**src/rtl/cache_control.sv**
```systemverilog
// ============================================================================
// cache_control
// Sequencing FSM for a direct-mapped write-back L1 cache, with hit/miss counters.
// Revision: 1.0
// ============================================================================
`default_nettype none

module cache_control #(
  parameter int COUNT_WIDTH = 16
) (
  input  logic                   clk,
  input  logic                   rst_n,
  input  logic                   mem_read,
  input  logic                   mem_write,
  input  logic                   hit,
  input  logic                   dirty,
  input  logic                   pmem_resp,
  output logic                   mem_resp,
  output logic                   pmem_read,
  output logic                   pmem_write,
  output logic                   data_write,
  output logic                   tag_write,
  output logic                   valid_write,
  output logic                   dirty_write,
  output logic                   dirty_in,
  output logic                   datain_sel,
  output logic                   pmem_addr_sel,
  output logic [COUNT_WIDTH-1:0] hit_count,
  output logic [COUNT_WIDTH-1:0] miss_count
);

  typedef enum logic [1:0] {
    CHECK     = 2'd0,
    WRITEBACK = 2'd1,
    ALLOCATE  = 2'd2
  } state_t;

  localparam logic [COUNT_WIDTH-1:0] c_count_one = COUNT_WIDTH'(1);

  state_t                 r_state;
  state_t                 w_next;
  logic                   w_miss;
  logic                   w_req;
  logic                   r_retry;
  logic [COUNT_WIDTH-1:0] r_hit_count;
  logic [COUNT_WIDTH-1:0] r_miss_count;

  assign w_req      = mem_read | mem_write;
  assign hit_count  = r_hit_count;
  assign miss_count = r_miss_count;

  // Outputs are forced low while reset is held, independent of state.
  always_comb begin
    w_next        = r_state;
    w_miss        = 1'b0;
    mem_resp      = 1'b0;
    pmem_read     = 1'b0;
    pmem_write    = 1'b0;
    data_write    = 1'b0;
    tag_write     = 1'b0;
    valid_write   = 1'b0;
    dirty_write   = 1'b0;
    dirty_in      = 1'b0;
    datain_sel    = 1'b0;
    pmem_addr_sel = 1'b0;
    if (rst_n) begin
      case (r_state)
        CHECK: begin
          if (w_req) begin
            if (hit) begin
              mem_resp = 1'b1;
              if (mem_write) begin
                data_write  = 1'b1;
                datain_sel  = 1'b1;
                dirty_write = 1'b1;
                dirty_in    = 1'b1;
              end
            end else begin
              w_miss = 1'b1;
              w_next = dirty ? WRITEBACK : ALLOCATE;
            end
          end
        end
        WRITEBACK: begin
          pmem_write    = 1'b1;
          pmem_addr_sel = 1'b1;
          if (pmem_resp) w_next = ALLOCATE;
        end
        ALLOCATE: begin
          pmem_read = 1'b1;
          if (pmem_resp) begin
            data_write  = 1'b1;
            tag_write   = 1'b1;
            valid_write = 1'b1;
            dirty_write = 1'b1;
            w_next      = CHECK;
          end
        end
        default: w_next = CHECK;
      endcase
    end
  end

  // retry marks a request that already missed so its final hit is not counted.
  always_ff @(posedge clk or negedge rst_n) begin
    if (!rst_n) begin
      r_state      <= CHECK;
      r_retry      <= 1'b0;
      r_hit_count  <= '0;
      r_miss_count <= '0;
    end else begin
      r_state <= w_next;
      if (w_miss)
        r_retry <= 1'b1;
      else if (mem_resp)
        r_retry <= 1'b0;
      if (w_miss && !(&r_miss_count))
        r_miss_count <= r_miss_count + c_count_one;
      if (mem_resp && !r_retry && !(&r_hit_count))
        r_hit_count <= r_hit_count + c_count_one;
    end
  end

endmodule

`default_nettype wire

```
**config.mk**
```make
export PLATFORM = sky130hd
export DESIGN_NAME = cache_control
export DESIGN_NICKNAME = d
export VERILOG_FILES = /design/src/rtl/cache_control.sv
export SDC_FILE = /design/constraint.sdc
export NUM_CORES = 1
export LEC_CHECK = 0
export ABC_AREA = 0
export CORE_ASPECT_RATIO = 1.4
export CORE_UTILIZATION = 45
export DETAILED_ROUTE_END_ITERATION = 16
export GPL_ROUTABILITY_DRIVEN = 0
export PLACE_DENSITY = 0.76
export SYNTH_ARGS = -nofsm -noshare
export SYNTH_HDL_FRONTEND = slang
export SYNTH_SLANG_ARGS = --single-unit
```
**constraint.sdc**
```tcl
create_clock -name clk -period 3.1 [get_ports clk]
set_input_delay 0.62 -clock clk [delete_from_list [all_inputs] [get_ports clk]]
set_output_delay 0.62 -clock clk [all_outputs]
set_load 0.02 [all_outputs]
```
**Word level (Yosys, flattened, before mapping)**

Cells that the tools add are included.

- Register bits after elaboration: 35
- Input bits: 7
- Output and inout port bits: 42

- Add/subtract/negate cells: 2
- Equality and inequality tests: 6
- Muxes and demuxes: 30
- Bitwise operators: 1
- Reductions and logical operators: 11

Operator list:

| cell | count |
|---|---|
| 16-bit by 1-bit adder with 16-bit output (second input constant) | 2 |
| 16-bit AND reduction | 2 |
| 1-bit two-way mux | 23 |
| 2-bit two-way mux | 5 |
| 2-bit != test (second input constant) | 4 |
| 2-bit one-hot mux with 3 select lines | 1 |
| 5-bit AND reduction | 1 |
| 1-bit logical AND | 3 |
| 1-bit zero test | 3 |
| 2-bit by 1-bit == test with 1-bit output (second input constant) | 1 |
| 2-bit == test (second input constant) | 1 |
| 2-bit zero test | 1 |
| 1-bit one-hot mux with 2 select lines | 1 |
| 2-bit nonzero test | 1 |
| 1-bit OR | 1 |

**Depth between registers and ports, before layout**

- Word-level depth: 6
- Gate-level depth with buffers: 6
- Depth with buffers taken out: 5

**Worst setup path before layout**

Ideal clock, no wire load.

- Path kind: input to output
- Start point: input port rst_n
- End point: output port dirty_write
- Arrival time: 1667 ps
- Slack: 813 ps
- Stages on the path: 4
- Cell sequence: and3_1 and2_1 or2_2 buf_4

- Longest elaborated chain between the ends: 1

RTL lines:

| item | line | source |
|---|---|---|
| start: declaration | 12 | `input logic rst_n,` |
| 1-bit two-way mux | n/a |  |
| end: declaration | 24 | `output logic dirty_write,` |

No other way between the ends.

**Worst setup path after layout**

- Start point: input port hit
- End point: output port dirty_write

- Longest elaborated chain between the ends: 4

RTL lines:

| item | line | source |
|---|---|---|
| start: declaration | 15 | `input logic hit,` |
| 1-bit two-way mux | 70 | `if (hit) begin` |
| 1-bit two-way mux | 69 | `if (w_req) begin` |
| 1-bit one-hot mux with 2 select lines | 67 | `case (r_state)` |
| 1-bit two-way mux | 66 | `if (rst_n) begin` |

No other way between the ends.

==> flow_summary.json <==
{
  "cts_repair_resized_insts": 0,
  "timing.hold.ws_ns": 0.180,
  "outcome": "finished, violations left",
  "place.port_buffers": 48,
  "vias": 1537,
  "postRouteWirelength_mm": 3.96,
  "vias_in_the_first_global_route": 1479,
  "fin_crit_sh": 0.897,
  "ir_drop_mv": 0.412,
  "finish.utilization": 0.628,
  "clock.fmax_mhz": 360,
  "worst-slew-pin-transition_ns": 0.593,
  "critPathCaptureType": "output port",
  "drt-wirelength-per-cell_microns": 14.4,
  "post_route_cells_drive_above_1_share": 0.117,
  "finalSetupViolCount": 0,
  "grt_antenna_before_repair": 0,
  "grt_max_degree": 32,
  "globalRouteTotalUtil": 0.197,
  "core.rowCount": 27,
  "worst_ep_arrival_time_ns": 2.16,
  "start_util": 0.477,
  "synth.lib_cells_used.distinct": 42,
  "synth_edf_count": 0,
  "area_delta_synth_final_pct": 31.6,
  "powerDensity_nw_per_um2": 605,
  "syn-cell-area_sq_um": 1920,
  "holdBufCountCts": 0,
  "route.antenna.remaining_nets": 0,
  "finalHoldViolCount": 0,
  "hpwl_mm": 2.89,
  "synth_fp_nets": 190,
  "syn_area_per_cell_sq_um": 10.6,
  "final.setup.tns_ns": 0,
  "first_pass_iters": 10,
  "ys_ff_latch": 35,
  "clock_insertion_delay_worst_skew_ns": 0.28,
  "synth_flop_cell": "sky130_fd_sc_hd__dfrtp_1",
  "setup_repair_after_global_routing_missed_its_margin": "false",
  "final-max-slew-violation-count": 0,
  "leakage_nw": 1.02,
  "final_net_count": 239,
  "synth_compound_gate_area_share": 0.0867,
  "clock_sinks": 35,
  "holdCritPathClass": "input port to asynchronous set/reset pin",
  "htree_num_levels": 2,
  "crit_required_ns": 2.48,
  "synth_xor_xnor_area_share": 0.123,
  "cts_setup_buffers": 0,
  "synth.mux.area_fraction": 0.0254,
  "detail_route.vias_per_cell": 5.61,
  "slew-limit-headroom": 0.604,
  "tritoncts.num_buffers": 5,
  "num_antenna_cells": 0,
  "die-area_sq_um": 4530,
  "ys_warns": 0,
  "synth_adder_area_share": 0.0130,
  "grt-ovfl-total": 0,
  "ys_async_sr_fraction": 1.00,
  "skew_ns": 0.00462,
  "totalPowerFinal_mw": 1.53,
  "core_area_sq_um": 4020,
  "max_cap_viol_count": 0,
  "synth-simple-area-share": 0.256,
  "yosysSeqAreaShare": 0.456,
  "floorplan.die.width_microns": 57.2,
  "timing_worst_setup_path_type": "input port to output port",
  "worstSetupStartpointType": "input port",
  "clock-root-buffer": "sky130_fd_sc_hd__clkbuf_8",
  "clk_transition_reported_paths_ns": 0.07,
  "tritoncts": "built",
  "min_period_ns": 2.78,
  "failed_checks": "DRC",
  "die_y_microns": 79.3,
  "ios": 49,
  "drtIter0Drc": 75,
  "worst-path-max-fanout": 3,
  "synth_top_family_by_area": "simple AND/OR/NAND/NOR gates",
  "remaining_drc_errors": 5,
  "max-clock-path-buffers": 2,
  "syn_inst": 181,
  "grt_pass1_wl_mm": 6.80
}
layout make-up:
cell class,instances,area (sq um)
Tap cell,43,53.8
Sequential cell,35,876
Clock inverter,2,35.0
Clock buffer,6,82.6
Inverter,5,18.8
Multi-Input combinational cell,133,968
Timing Repair Buffer,50,490
Fill cell,343,1500
metal layers:
metal / wire, microns / global-route usage / vias to the layer above
met2: 2030 / 0.344 / 38
met5: 0 / 0 / -
met4: 84 / 0.0878 / 0
met1: 1680 / 0.229 / 733
met3: 157 / 0.0423 / 7
li1: - / - / 759
final timing paths:
check	startpoint	end	slack, ns	depth (start not counted)
max	hit	dirty_write	0.32	5
min	rst_n	r_state[1]$_DFFE_PN0P_	0.18	1
max reg2reg	hit_count[0]$_DFFE_PN0P_	hit_count[9]$_DFFE_PN0P_	1.18	5
min reg2reg	hit_count[10]$_DFFE_PN0P_	hit_count[10]$_DFFE_PN0P_	0.50	1
max in group asynchronous	rst_n	miss_count[0]$_DFFE_PN0P_	2.27	2
min in group clk	hit_count[10]$_DFFE_PN0P_	hit_count[10]$_DFFE_PN0P_	0.50	1
stage by stage:
step,instance area (sq um),std cells,setup slack (ns)
floorplan,1920,181,0.813
global placement,2410,266,0.337
detailed placement,2410,266,0.299
CTS,2520,274,0.299
global route,2520,274,0.245
finish,2520,274,0.319
layout by cell type, fill, tap and decap left out, types with 3 or more instances in the layout:
cell type	instances
sky130_fd_sc_hd__o211ai_1	5
sky130_fd_sc_hd__o21ai_0	6
sky130_fd_sc_hd__nand2_1	12
sky130_fd_sc_hd__clkdlybuf4s50_1	47
sky130_fd_sc_hd__nand3_1	13
sky130_fd_sc_hd__clkbuf_8	6
sky130_fd_sc_hd__nor3_1	4
sky130_fd_sc_hd__nor2_1	8
sky130_fd_sc_hd__and4_1	3
sky130_fd_sc_hd__xnor2_1	27
sky130_fd_sc_hd__nand4_1	10
sky130_fd_sc_hd__dfrtp_1	35
sky130_fd_sc_hd__and3_1	8
sky130_fd_sc_hd__inv_1	5
sky130_fd_sc_hd__o2111ai_1	5
worst max-delay path, stage by stage:
cell and delay, ns:
sky130_fd_sc_hd__clkdlybuf4s50_1 0.47, sky130_fd_sc_hd__nand4bb_1 0.12, sky130_fd_sc_hd__nor2_1 0.19, sky130_fd_sc_hd__or2_2 0.16, sky130_fd_sc_hd__clkdlybuf4s50_1 0.60
registers in the layout, summed over array words and instances (netlist names):
| signal | cells |
|---|---|
| r_retry | 1 |
| miss_count | 16 |
| hit_count | 16 |
| r_state | 2 |
cells in the mapped netlist, drive strengths merged (4+ instances only):
cell type / instances / area share
o21ai: 7 / 0.020
o211ai: 5 / 0.020
xnor2: 27 / 0.12
buf: 7 / 0.027
mux2: 4 / 0.025
nand3: 13 / 0.034
nor2: 10 / 0.025
nand4: 12 / 0.055
and3: 10 / 0.034
inv: 5 / 0.0098
nand2: 13 / 0.029
dfrtp: 35 / 0.46
o2111ai: 5 / 0.023
nor3: 4 / 0.010
and4: 4 / 0.019
report_power, final:
part           switching (mW)  internal (mW)
Combinational           0.231          0.239
Clock                   0.163          0.260
Sequential              0.107          0.527
Total                   0.501           1.03
kinds of logic (layout without fill, tap and decap cells):
family	Yosys count	in the layout
compound gates	23	23
xor+xnor	27	27
fa+ha+maj	2	2
buf+inv	13	63
flops	35	35
mux	4	4
simple gates	77	77
No activity file was read; power rests on OpenSTA's default activity.
